`src/rtl/instr_encoder_if.sv`:
```
// Bundles the encode-request side and the instruction-memory write side of
// the encoder. The encoder sits on the slave modport; whatever feeds it
// requests and drains its writes sits on the master modport.
interface instr_encoder_if #(
    parameter int DEPTH = 4,
    parameter int AW    = 8
);
    localparam int CW = $clog2(DEPTH) + 1;

    // Encode request
    logic          in_valid;
    logic          in_ready;
    logic [3:0]    op_sel;
    logic [4:0]    rs;
    logic [4:0]    rt;
    logic [4:0]    rd;
    logic [15:0]   imm;
    logic [25:0]   target;

    // Write-address control
    logic          addr_load;
    logic [AW-1:0] addr_val;

    // Instruction-memory write port
    logic          wr_en;
    logic          wr_ready;
    logic [AW-1:0] wr_addr;
    logic [31:0]   wr_data;

    // Status
    logic          illegal;
    logic [CW-1:0] count;

    modport slave (
        input  in_valid, op_sel, rs, rt, rd, imm, target,
        input  addr_load, addr_val, wr_ready,
        output in_ready, wr_en, wr_addr, wr_data, illegal, count
    );

    modport master (
        output in_valid, op_sel, rs, rt, rd, imm, target,
        output addr_load, addr_val, wr_ready,
        input  in_ready, wr_en, wr_addr, wr_data, illegal, count
    );
endinterface

```
`src/rtl/instr_encoder.sv`:
```
// MIPS-style instruction encoder. Each accepted request is turned into a
// 32-bit instruction word and queued in a small FIFO; the FIFO head is
// written to instruction memory at an auto-incrementing word address.
// Illegal mnemonics are dropped and flagged with a one-cycle pulse.
module instr_encoder #(
    parameter int DEPTH = 4,
    parameter int AW    = 8
) (
    input  logic             clk,
    input  logic             rst_n,
    instr_encoder_if.slave   bus
);
    localparam int PW = $clog2(DEPTH);
    localparam int CW = PW + 1;
    localparam logic [CW-1:0] FULL_LVL = CW'(DEPTH);

    // Mnemonic codes on op_sel
    localparam logic [3:0] OP_ADD  = 4'd0;
    localparam logic [3:0] OP_SUB  = 4'd1;
    localparam logic [3:0] OP_AND  = 4'd2;
    localparam logic [3:0] OP_OR   = 4'd3;
    localparam logic [3:0] OP_SLT  = 4'd4;
    localparam logic [3:0] OP_LW   = 4'd5;
    localparam logic [3:0] OP_SW   = 4'd6;
    localparam logic [3:0] OP_BEQ  = 4'd7;
    localparam logic [3:0] OP_ADDI = 4'd8;
    localparam logic [3:0] OP_J    = 4'd9;

    // Primary opcode field values
    localparam logic [5:0] OPC_RTYPE = 6'b000000;
    localparam logic [5:0] OPC_LW    = 6'b100011;
    localparam logic [5:0] OPC_SW    = 6'b101011;
    localparam logic [5:0] OPC_BEQ   = 6'b000100;
    localparam logic [5:0] OPC_ADDI  = 6'b001000;
    localparam logic [5:0] OPC_J     = 6'b000010;

    // R-type function field values
    localparam logic [5:0] FN_ADD = 6'b100000;
    localparam logic [5:0] FN_SUB = 6'b100010;
    localparam logic [5:0] FN_AND = 6'b100100;
    localparam logic [5:0] FN_OR  = 6'b100101;
    localparam logic [5:0] FN_SLT = 6'b101010;

    logic [31:0]   mem_q [DEPTH];
    logic [PW-1:0] wr_ptr_q, wr_ptr_d;
    logic [PW-1:0] rd_ptr_q, rd_ptr_d;
    logic [CW-1:0] count_q, count_d;
    logic [AW-1:0] addr_q, addr_d;
    logic          illegal_q, illegal_d;

    logic [31:0]   enc_word;
    logic          enc_legal;
    logic          in_ready;
    logic          wr_en;
    logic          accept;
    logic          push;
    logic          pop;

    // Translate the mnemonic and register/immediate fields into an instruction word
    always_comb begin
        enc_word  = 32'h0;
        enc_legal = 1'b1;
        case (bus.op_sel)
            OP_ADD:  enc_word = {OPC_RTYPE, bus.rs, bus.rt, bus.rd, 5'b00000, FN_ADD};
            OP_SUB:  enc_word = {OPC_RTYPE, bus.rs, bus.rt, bus.rd, 5'b00000, FN_SUB};
            OP_AND:  enc_word = {OPC_RTYPE, bus.rs, bus.rt, bus.rd, 5'b00000, FN_AND};
            OP_OR:   enc_word = {OPC_RTYPE, bus.rs, bus.rt, bus.rd, 5'b00000, FN_OR};
            OP_SLT:  enc_word = {OPC_RTYPE, bus.rs, bus.rt, bus.rd, 5'b00000, FN_SLT};
            OP_LW:   enc_word = {OPC_LW,   bus.rs, bus.rt, bus.imm};
            OP_SW:   enc_word = {OPC_SW,   bus.rs, bus.rt, bus.imm};
            OP_BEQ:  enc_word = {OPC_BEQ,  bus.rs, bus.rt, bus.imm};
            OP_ADDI: enc_word = {OPC_ADDI, bus.rs, bus.rt, bus.imm};
            OP_J:    enc_word = {OPC_J, bus.target};
            default: enc_legal = 1'b0;
        endcase
    end

    // Handshake decode: ready only reflects stored occupancy, never a same-edge pop
    always_comb begin
        in_ready = (count_q < FULL_LVL);
        wr_en    = (count_q != '0);
        accept   = bus.in_valid && in_ready;
        push     = accept && enc_legal;
        pop      = wr_en && bus.wr_ready;
    end

    // Next-state for FIFO pointers, occupancy, write address and illegal flag
    always_comb begin
        wr_ptr_d  = wr_ptr_q;
        rd_ptr_d  = rd_ptr_q;
        count_d   = count_q;
        addr_d    = addr_q;
        illegal_d = accept && !enc_legal;

        if (push) begin
            wr_ptr_d = wr_ptr_q + PW'(1);
        end
        if (pop) begin
            rd_ptr_d = rd_ptr_q + PW'(1);
        end

        case ({push, pop})
            2'b10:   count_d = count_q + CW'(1);
            2'b01:   count_d = count_q - CW'(1);
            default: count_d = count_q;
        endcase

        // A load overrides the post-write increment; the write in flight
        // still goes out at the old address because wr_addr is registered.
        if (bus.addr_load) begin
            addr_d = bus.addr_val;
        end else if (pop) begin
            addr_d = addr_q + AW'(1);
        end
    end

    // Control state registers; reset empties the queue and rewinds the address
    always_ff @(posedge clk or negedge rst_n) begin
        if (!rst_n) begin
            wr_ptr_q  <= '0;
            rd_ptr_q  <= '0;
            count_q   <= '0;
            addr_q    <= '0;
            illegal_q <= 1'b0;
        end else begin
            wr_ptr_q  <= wr_ptr_d;
            rd_ptr_q  <= rd_ptr_d;
            count_q   <= count_d;
            addr_q    <= addr_d;
            illegal_q <= illegal_d;
        end
    end

    // FIFO storage needs no reset: occupancy alone decides what is valid
    always_ff @(posedge clk) begin
        if (push) begin
            mem_q[wr_ptr_q] <= enc_word;
        end
    end

    // Drive the interface outputs; data is forced to zero while empty so a
    // reset or drained queue never exposes stale storage
    always_comb begin
        bus.in_ready = in_ready;
        bus.wr_en    = wr_en;
        bus.wr_addr  = addr_q;
        bus.wr_data  = wr_en ? mem_q[rd_ptr_q] : 32'h0;
        bus.illegal  = illegal_q;
        bus.count    = count_q;
    end
endmodule
```
`src/flat_wrapper.sv`:
```
// flat-port wrapper written by rule: the top's interface ports become plain ports
module instr_encoder_flat 
#(
    parameter int DEPTH = 4,
    parameter int AW    = 8
)
  (clk, rst_n, bus_in_valid, bus_op_sel, bus_rs, bus_rt, bus_rd, bus_imm, bus_target, bus_addr_load, bus_addr_val, bus_wr_ready, bus_in_ready, bus_wr_en, bus_wr_addr, bus_wr_data, bus_illegal, bus_count);
  instr_encoder_if #(.DEPTH(DEPTH), .AW(AW)) bus_i ();
  input  logic clk;
  input  logic rst_n;
  input wire logic [$bits(bus_i.in_valid)-1:0] bus_in_valid;
  input wire logic [$bits(bus_i.op_sel)-1:0] bus_op_sel;
  input wire logic [$bits(bus_i.rs)-1:0] bus_rs;
  input wire logic [$bits(bus_i.rt)-1:0] bus_rt;
  input wire logic [$bits(bus_i.rd)-1:0] bus_rd;
  input wire logic [$bits(bus_i.imm)-1:0] bus_imm;
  input wire logic [$bits(bus_i.target)-1:0] bus_target;
  input wire logic [$bits(bus_i.addr_load)-1:0] bus_addr_load;
  input wire logic [$bits(bus_i.addr_val)-1:0] bus_addr_val;
  input wire logic [$bits(bus_i.wr_ready)-1:0] bus_wr_ready;
  output wire logic [$bits(bus_i.in_ready)-1:0] bus_in_ready;
  output wire logic [$bits(bus_i.wr_en)-1:0] bus_wr_en;
  output wire logic [$bits(bus_i.wr_addr)-1:0] bus_wr_addr;
  output wire logic [$bits(bus_i.wr_data)-1:0] bus_wr_data;
  output wire logic [$bits(bus_i.illegal)-1:0] bus_illegal;
  output wire logic [$bits(bus_i.count)-1:0] bus_count;
  assign bus_i.in_valid = bus_in_valid;
  assign bus_i.op_sel = bus_op_sel;
  assign bus_i.rs = bus_rs;
  assign bus_i.rt = bus_rt;
  assign bus_i.rd = bus_rd;
  assign bus_i.imm = bus_imm;
  assign bus_i.target = bus_target;
  assign bus_i.addr_load = bus_addr_load;
  assign bus_i.addr_val = bus_addr_val;
  assign bus_i.wr_ready = bus_wr_ready;
  assign bus_in_ready = bus_i.in_ready;
  assign bus_wr_en = bus_i.wr_en;
  assign bus_wr_addr = bus_i.wr_addr;
  assign bus_wr_data = bus_i.wr_data;
  assign bus_illegal = bus_i.illegal;
  assign bus_count = bus_i.count;
  instr_encoder #(.DEPTH(DEPTH), .AW(AW)) u_core (.clk(clk), .rst_n(rst_n), .bus(bus_i));
endmodule
```
`config.mk`:
```
export PLATFORM = sky130hd
export DESIGN_NAME = instr_encoder_flat
export DESIGN_NICKNAME = d
export VERILOG_FILES = /design/src/rtl/instr_encoder_if.sv /design/src/rtl/instr_encoder.sv /design/src/flat_wrapper.sv
export SDC_FILE = /design/constraint.sdc
export NUM_CORES = 1
export LEC_CHECK = 0
export BUFFER_PORTS_ARGS = -buffer_cell sky130_fd_sc_hd__buf_2
export CORE_MARGIN = 2
export CORE_UTILIZATION = 55
export CTS_CLUSTER_SIZE = 20
export DETAILED_ROUTE_END_ITERATION = 16
export PLACE_DENSITY = 0.91
export SKIP_LAST_GASP = 1
export SYNTH_ARGS = -nofsm -noshare
export SYNTH_HDL_FRONTEND = slang
export SYNTH_SLANG_ARGS = --single-unit
export TNS_END_PERCENT = 5
```
`constraint.sdc`:
```
create_clock -name clk -period 4.41 [get_ports clk]
set_clock_uncertainty 0.05 [all_clocks]
set_input_delay 0.441 -clock clk [delete_from_list [all_inputs] [get_ports clk]]
set_output_delay 0.441 -clock clk [all_outputs]
set_load 0.02 [all_outputs]
```
Word level (Yosys, flattened, before mapping)
Memory sizes are Yosys's and may differ from the RTL's.
Index checks and enable logic that the tools add are counted.
{"block": "op_classes", "mux": 8, "addsub": 5, "n_reduce_logical": 10, "n_lt_le_gt_ge": 1, "n_eq_ne": 11}
{"op": "case mux 32 bit (10 select lines)", "n": 1}
{"op": "two-way mux 32 bit", "n": 1}
{"op": "equality test 4 x 3 -> 1 bit (second input constant)", "n": 4}
{"op": "two-way mux 8 bit", "n": 2}
{"op": "OR reduction 10 bit", "n": 1}
{"op": "adder 8 x 1 -> 8 bit (second input constant)", "n": 1}
{"op": "equality test 4 x 2 -> 1 bit (second input constant)", "n": 2}
{"op": "equality test 4 bit (second input constant)", "n": 2}
{"op": "case mux 3 bit (2 select lines)", "n": 1}
{"op": "adder 2 x 1 -> 2 bit (second input constant)", "n": 2}
{"op": "equality test 4 x 1 -> 1 bit (second input constant)", "n": 1}
{"op": "logical AND 1 bit", "n": 4}
{"op": "zero test 4 bit", "n": 1}
{"op": "nonzero test 2 bit", "n": 2}
{"op": "adder 3 x 1 -> 3 bit (second input constant)", "n": 1}
{"op": "less-than comparator 3 bit (second input constant)", "n": 1}
{"op": "two-way mux 1 bit", "n": 3}
{"op": "nonzero test 3 bit", "n": 1}
{"op": "subtractor 3 x 1 -> 3 bit (second input constant)", "n": 1}
{"op": "equality test 2 x 1 -> 1 bit (second input constant)", "n": 1}
{"op": "equality test 2 bit (second input constant)", "n": 1}
{"op": "zero test 1 bit", "n": 1}
{"block": "word_totals", "mem_count": 1, "out_inout_bits": 46, "ff_bits": 16, "in_bits": 74, "mem_bits_rw": 128, "elab_cells": 41}
{"memory": "u_core.mem_q", "words": 4, "width": 32, "read_ports": 1, "rd_ports_with_merged_regs": 0, "wr": 1, "line_no": "instr_encoder.sv:44", "source": "logic [31:0] mem_q [DEPTH];"}

Logic depth before layout (Yosys ltp)
Gate-level depths: netlist of run 1.
{"block": "depth", "depth_word": 6, "mapped_depth": 11}

Worst setup path before layout of run 1
OpenSTA, ideal clock, no wires.
{"block": "synth_path", "kind": "register to register", "from": "register u_core.count_q[2] (netlist: u_core.bus.count[2])", "to": "memory u_core.mem_q[0][0] (enable)", "setup_slack_ns": 2.135, "setup_ns": 0.390, "arrival_time_ns": 1.835, "required_ns": 3.970, "stages_incl_launch_ff": 5, "cell_sequence": "dfrtp_1 > inv_1 > and3_1 > buf_2 > and2_1"}
{"block": "synth_between", "elab_chain_cells": 5}
{"item": "start: declaration", "line_no": "instr_encoder.sv:47", "source": "logic [CW-1:0] count_q, count_d;"}
{"item": "start signal: assignment", "line_no": "instr_encoder.sv:128", "source": "count_q <= count_d;"}
{"item": "less-than comparator 3 bit", "line_no": "instr_encoder.sv:80", "source": "in_ready = (count_q < FULL_LVL);"}
{"item": "via bus_in_ready", "line_no": "flat_wrapper.sv:21", "source": "output wire logic [$bits(bus_i.in_ready)-1:0] bus_in_ready;"}
{"item": "logical AND 1 bit", "line_no": "instr_encoder.sv:82", "source": "accept = bus.in_valid && in_ready;"}
{"item": "logical AND 1 bit", "line_no": "instr_encoder.sv:83", "source": "push = accept && enc_legal;"}
{"item": "two-way mux 1 bit", "line_no": "instr_encoder.sv:136", "source": "if (push) begin"}
{"item": "two-way mux 1 bit (implied by the code)", "line_no": "instr_encoder.sv:137", "source": "mem_q[wr_ptr_q] <= enc_word;"}
{"item": "end: declaration", "line_no": "instr_encoder.sv:44"}
The timed path passes the listed nets, and every way through them passes these cells.

Worst setup path in the final report of run 1
{"block": "layout_path", "from": "register u_core.rd_ptr_q[0]", "to": "output bus_wr_data[5]"}
{"block": "layout_between", "elab_chain_cells": 2}
{"item": "start: declaration", "line_no": "instr_encoder.sv:46", "source": "logic [PW-1:0] rd_ptr_q, rd_ptr_d;"}
{"item": "start signal: assignment", "line_no": "instr_encoder.sv:127", "source": "rd_ptr_q <= rd_ptr_d;"}
{"item": "memory (4 x 32 bit)"}
{"item": "two-way mux 32 bit", "line_no": "instr_encoder.sv:147", "source": "bus.wr_data = wr_en ? mem_q[rd_ptr_q] : 32'h0;"}
{"item": "end: declaration", "line_no": "flat_wrapper.sv:24", "source": "output wire logic [$bits(bus_i.wr_data)-1:0] bus_wr_data;"}
No other way between the ends.

==> run_results.csv, run 1 <==
group,metric,value,unit
die,design.core.area,0.0107,mm2
clock_tree,clk_path_buf_depth,2,
power_and_ir_drop,power.leakage,0.00278,uW
critical_path,critical_path_class,"reg -> out",
critical_path,timing.critical_path.arrival,2610,ps
drt,postRouteWirelength,14500,um
grt,grt_overflow_total,0,
critical_path,worst_r2r_path_depth,4,
power_and_ir_drop,p_seq_frac,0.382,
power_and_ir_drop,comb_power_share,0.308,
synthesis,synth-seq-area-share,0.667,
synthesis,postSynthAreaPerCell,17.1,um2
critical_path,required,3920,ps
placement,place.detailed.hpwl,8760,um
drt,routed_via_density,6.07,
sta,max_clock_freq,323,MHz
clock_tree,cts_root_buffer,"sky130_fd_sc_hd__clkbuf_8",
grt,number_of_antenna_violations_at_the_first_check_in_global_routing,0,
grt,grt_start_max_net_pins,33,
final_layout,finish.instance_area,0.00730,mm2
final_layout,antenna_cells,0,
die,floorplan.initialDensity,0.559,
critical_path,cp_capture_type,"primary output",
final_layout,synthToLayoutAreaGrowth,21.6,%
final_layout,finish.net_count,555,
synthesis,yosys.cell_types.count,50,
sta,grt_setup_unrepaired,"false",
sta,finalWorstPathRequiredPeriod,3100,ps
grt,track_usage,0.263,
sta,fin_worst_hold_slack,58.7,ps
die,die-area,0.0118,mm2
job,max_cap_viol_count,0,
clock_tree,cts_htree_levels,4,
critical_path,timing.reg2reg.setup_slack,2000,ps
final_layout,fillCellCount,703,
synthesis,dominantRegCellSynth,"sky130_fd_sc_hd__edfxtp_1",
drt,dr_total_vias,3805,
grt,grt_pass1_vias,3868,
power_and_ir_drop,netSwitchingFraction,0.329,
sta,finalSetupViolCount,0,
synthesis,synth-seq-cells,136,
drt,avgRoutedWirePerCell,23.0,um
sta,timing.setup.tns,0,ps
sta,max_slew.worst_pin.slew,1040,ps
drt,drtIter0Drc,315,
sta,slew_headroom,0.305,
clock_tree,insertion_delay,540,ps
clock_tree,total_clock_buffers_created_by_cts,17,
synthesis,synthCells,351,
critical_path,path_max_fanout,32,
final_layout,post_route_cells_drive_above_1_share,0.398,
clock_tree,clkSlewWorstSetupHoldPaths,60,ps
final_layout,mostFrequentLayoutCell,"sky130_fd_sc_hd__edfxtp_1",
power_and_ir_drop,irDropWorstVdd,0.000338,V
sta,drv_slew,0,
power_and_ir_drop,p_per_area,636,mW/mm2
sta,final-hold-violation-count,0,
power_and_ir_drop,netSwitchingPower,1530,uW
die,floorplan.die.width,108,um
placement,placed_area,0.00669,mm2
min_path,holdCritPathClass,"in -> reg",
synthesis,postSynthNetCount,432,
synthesis,mappedNetlistArea,0.00600,mm2
die,pin_count,120,
final_layout,fin_cells,627,
power_and_ir_drop,clock_power_share,0.310,
synthesis,postSynth.asyncResetShare,0.118,
clock_tree,cts_tree,"built",
placement,gp_routability_congestion,0.748,
die,fp-row-count,38,
grt,grt_pass1_wl,21700,um
placement,post-place-cells,594,
drt,remaining_drc_errors,0,
final_layout,final_cell_mix,"sky130_fd_sc_hd__edfxtp_1 (120), sky130_fd_sc_hd__buf_2 (118), sky130_fd_sc_hd__nor2b_1 (31)",
min_path,timing.hold.worst_path_depth,3,
sta,post-route-period-util,0.703,
critical_path,start_kind,"register",
die,die_y,108,um
synthesis,ys_warn_count,0,
run_status,result_of_the_run,"finished, final reports clean",
power_and_ir_drop,p_int,3120,uW
power_and_ir_drop,overall_power_consumption,4640,uW
placement,numPortBuffers,118,
clock_tree,clock_sink_total,136,
drt,drt_pass1_iterations,5,
synthesis,synth_edf_count,120,
drt,detail-route-antenna-nets,0,
-- registers in the layout (all words and copies together), names as in the netlist --
| register | count |
|---|---|
| u_core.rd_ptr_q | 2 |
| u_core.mem_q | 120 |
| u_core.bus.count | 3 |
| u_core.wr_ptr_q | 2 |
| u_core.bus.illegal | 1 |
| u_core.bus.wr_addr | 8 |
-- logic make-up after synthesis --
logic type	Yosys count	synth area share
adders and majority gates	7	0.0158
xor gates and xnor gates	9	0.0131
DFF	136	0.667
AOI/OAI and AO/OA	51	0.0706
and+or+nand+nor	77	0.0788
buffers and inverters	33	0.0288
muxes	37	0.125
other	1	0.000625
-- metal layers --
metal  track usage  vias to the layer above  wire [um]
li1              -                     1627          -
met1         0.310                     1873       5150
met2         0.452                      245       7580
met3        0.0651                       60       1160
met4         0.126                        0        559
met5             0                        -          0
-- stage by stage --
step	setup slack [ps]	utilization
2_1_floorplan	2140	-
3_3_place_gp	1870	0.623
3_5_place_dp	1730	0.623
4_1_cts	1260	0.680
5_1_grt	1140	0.680
6_report	1310	0.680
-- synthesized netlist by cell type (all sizes together), types with 6 or more instances --
master | n | area share
mux4 | 30 | 0.11
nor2 | 6 | 0.0038
dfrtp | 16 | 0.067
a221o | 6 | 0.010
edfxtp | 120 | 0.60
ha | 6 | 0.013
xnor2 | 7 | 0.010
a22o | 16 | 0.023
inv | 12 | 0.0075
o21ai | 8 | 0.0067
buf | 17 | 0.019
and2 | 11 | 0.011
nor2b | 33 | 0.037
nand2 | 8 | 0.0050
-- final cells by class --
class / count / area, um2 / area share
clock buffers: 18 / 418 / 0.0572
well taps: 140 / 175 / 0.0240
clock inverters: 14 / 181 / 0.0248
flip-flops and latches: 136 / 4010 / 0.548
multi-input cells: 182 / 1830 / 0.251
inverters: 12 / 45.0 / 0.00617
repair buffers: 125 / 646 / 0.0884
-- power groups by stage --
stage | sequential (uW) | combinational [uW] | clock, uW
6_report | 1770 | 1430 | 1440
5_1_grt | 1800 | 1540 | 1500
4_1_cts | 1780 | 1440 | 1450
3_5_place_dp | 1800 | 1410 | 0
3_3_place_gp | 1780 | 1370 | 0
2_1_floorplan | 1690 | 1080 | 0
-- path summary, 6_finish.rpt --
path                                            startpoint                           endpoint
max                         u_core.rd_ptr_q[0]$_DFFE_PN0P_                     bus_wr_data[5]
min reg2reg                 u_core.wr_ptr_q[1]$_DFFE_PN0P_     u_core.wr_ptr_q[1]$_DFFE_PN0P_
max reg2reg                u_core.bus.count[2]$_DFFE_PN0P_      u_core.mem_q[1][27]$_DFFE_PP_
min                                        bus_addr_val[4]  u_core.bus.wr_addr[4]$_DFFE_PN0P_
min in group asynchronous                            rst_n  u_core.bus.wr_addr[6]$_DFFE_PN0P_
max in group asynchronous                            rst_n     u_core.rd_ptr_q[0]$_DFFE_PN0P_
-- critical path, cell delays in order (launching register included) --
cell                      delay (ps)
sky130_fd_sc_hd__dfrtp_2        1050
sky130_fd_sc_hd__mux4_2          630
sky130_fd_sc_hd__nor2b_1         180
sky130_fd_sc_hd__buf_2           190
-- repair_timing --
action,in CTS,in global routing
setup endpoints to repair,0,0
resized for setup,0,0
buffers inserted,0,0
endpoints found under the hold margin,16,0
hold buffers,1,0
No activity file was read; power rests on OpenSTA's default activity.
==> run 2: changes to the inputs <==
CORE_UTILIZATION = 50   (was 55)
PLACE_DENSITY = 0.87   (was 0.91)
clock period = 2.6 ns   (was 4.41 ns; I/O delays follow)
==> run 2 against run 1 <==
  * Worst setup slack worse by 1100 ps
  * Final cell count is 1.8% higher
  * Critical path type unchanged
  * Die area is 9.6% higher
==> run_results.csv, run 2 (synthesis gave the netlist of run 1 again) <==
group,metric,value,unit
critical_path,rr_startpoint,"u_core.bus.count[2]$_DFFE_PN0P_",
grt,number_of_antenna_violations_at_the_first_check_in_global_routing,0,
die,design.core.area,0.0119,mm2
placement,post-place-cells,602,
grt,grt_overflow_total,0,
sta,finalSetupViolCount,0,
critical_path,start_kind,"register",
job,max_cap_viol_count,0,
sta,max_slew.worst_pin.slew,647,ps
final_layout,fin_cells,638,
clock_tree,insertion_delay,400,ps
drt,detail-route-antenna-nets,0,
sta,grt_setup_unrepaired,"false",
power_and_ir_drop,overall_power_consumption,7610,uW
critical_path,timing.reg2reg.setup_slack,440,ps
grt,grt_start_max_net_pins,32,
sta,post-route-period-util,0.900,
run_status,result_of_the_run,"finished, final reports clean",
die,die-area,0.0129,mm2
min_path,hold_path_startpoint,"bus_addr_val[2]",
min_path,worst_hold_path.endpoint,"u_core.bus.wr_addr[2]$_DFFE_PN0P_",
final_layout,mostFrequentLayoutCell,"sky130_fd_sc_hd__edfxtp_1",
grt,track_usage,0.202,
clock_tree,clk_path_buf_depth,2,
critical_path,cp_capture_type,"primary output",
grt,grt_pass1_vias,3702,
critical_path,end_of_the_worst_register_to_register_path,"u_core.bus.count[2]$_DFFE_PN0P_",
clock_tree,clkSlewWorstSetupHoldPaths,60,ps
critical_path,path_max_fanout,29,
die,pin_count,120,
power_and_ir_drop,p_per_area,1040,mW/mm2
sta,final-hold-violation-count,0,
final_layout,max_flop_register,"u_core.mem_q",
drt,routed_via_density,5.65,
sta,max_clock_freq,427,MHz
grt,grt_pass1_wl,19400,um
sta,timing.setup.tns,0,ps
clock_tree,clock_sink_total,136,
drt,drtIter0Drc,205,
clock_tree,total_clock_buffers_created_by_cts,17,
clock_tree,cts_root_buffer,"sky130_fd_sc_hd__clkbuf_16",
critical_path,worst_r2r_path_depth,9,
sta,drv_slew,0,
final_layout,largest_register_ffs,120,
die,floorplan.die.width,114,um
power_and_ir_drop,power.leakage,0.00278,uW
placement,numPortBuffers,118,
min_path,timing.hold.worst_path_depth,3,
final_layout,finish.net_count,558,
clock_tree,cts_htree_levels,4,
critical_path,critical_path_class,"reg -> out",
critical_path,timing.critical_path.arrival,2030,ps
die,floorplan.initialDensity,0.506,
drt,dr_total_vias,3602,
drt,remaining_drc_errors,0,
final_layout,synthToLayoutAreaGrowth,21.8,%
die,die_y,114,um
power_and_ir_drop,irDropWorstVdd,0.000792,V
sta,slew_headroom,0.569,
die,fp-row-count,40,
critical_path,required,2290,ps
placement,place.detailed.hpwl,7680,um
final_layout,final_cell_mix,"sky130_fd_sc_hd__edfxtp_1 (120), sky130_fd_sc_hd__buf_2 (118), sky130_fd_sc_hd__nor2b_1 (31)",
drt,postRouteWirelength,12300,um
clock_tree,cts_tree,"built",
min_path,holdCritPathClass,"in -> reg",
placement,gp_routability_congestion,0.789,
drt,drt_pass1_iterations,5,
sta,finalWorstPathRequiredPeriod,2340,ps
drt,avgRoutedWirePerCell,19.2,um
final_layout,post_route_cells_drive_above_1_share,0.404,
## run 2: cell types whose count changed in the layout (fill, tap and decap cells not counted), moves of 2 or more
cell | previous run | this run
sky130_fd_sc_hd__bufinv_16 | 4 | 1
sky130_fd_sc_hd__clkinv_1 | 3 | 0
sky130_fd_sc_hd__clkinv_2 | 2 | 4
sky130_fd_sc_hd__clkinv_4 | 2 | 4
sky130_fd_sc_hd__dlygate4sd3_1 | 1 | 3
## run 2: report_power, final
part           internal [uW]  switching [uW]
Clock                   1320             882
Sequential              2660             156
Combinational           1110            1480
Total                   5090            2520
## run 2: timing repair
item	4_1_cts	5_1_grt
gates resized for setup	0	0
buffers inserted	0	0
hold buffers	3	0
endpoints found under the hold margin	18	0
## run 2: through the flow
| stage | hold WS (ps) | util | worst slack [ps] | cell area [um2] |
|---|---|---|---|---|
| after floorplan | -85.6 | - | 325 | 6000 |
| after global placement | 135 | 0.567 | 534 | 6720 |
| after detailed placement | 147 | 0.567 | 370 | 6720 |
| after CTS | 0.901 | 0.616 | 211 | 7310 |
| after global routing | 28.1 | 0.616 | 151 | 7310 |
| final | 18.1 | 0.616 | 260 | 7310 |
## run 2: final cells by class
cell class                      count  area [um2]
Tap cell                          147         184
Sequential cell                   136        4010
Timing Repair Buffer              128         686
Clock buffer                       18         429
Antenna cell                        1        2.50
Multi-Input combinational cell    182        1830
Inverter                           12        45.0
Fill cell                         830        4550
Clock inverter                     14         128
## run 2: critical path, stage by stage, from the launching register on
cell                      delay (ps)
sky130_fd_sc_hd__dfrtp_2         440
sky130_fd_sc_hd__buf_12          270
sky130_fd_sc_hd__mux4_2          560
sky130_fd_sc_hd__nor2b_1         170
sky130_fd_sc_hd__buf_2           180
## run 2: worst max path at each step
stage / from / end / slack (ps)
floorplan: u_core.bus.count[2]$_DFFE_PN0P_ / u_core.mem_q[0][0]$_DFFE_PP_ / 330
global placement: bus_op_sel[1] / u_core.bus.count[2]$_DFFE_PN0P_ / 530
detailed placement: bus_op_sel[1] / u_core.bus.count[2]$_DFFE_PN0P_ / 370
CTS: u_core.rd_ptr_q[0]$_DFFE_PN0P_ / bus_wr_data[3] / 210
global route: u_core.rd_ptr_q[0]$_DFFE_PN0P_ / bus_wr_data[3] / 150
finish: u_core.rd_ptr_q[0]$_DFFE_PN0P_ / bus_wr_data[3] / 260
## run 2: routing by layer
metal	wire, um	global-route usage	part of all wire
met1	5080	0.259	0.41
met2	6420	0.349	0.52
met3	589	0.0452	0.048
met4	183	0.0626	0.015
met5	0	0	0
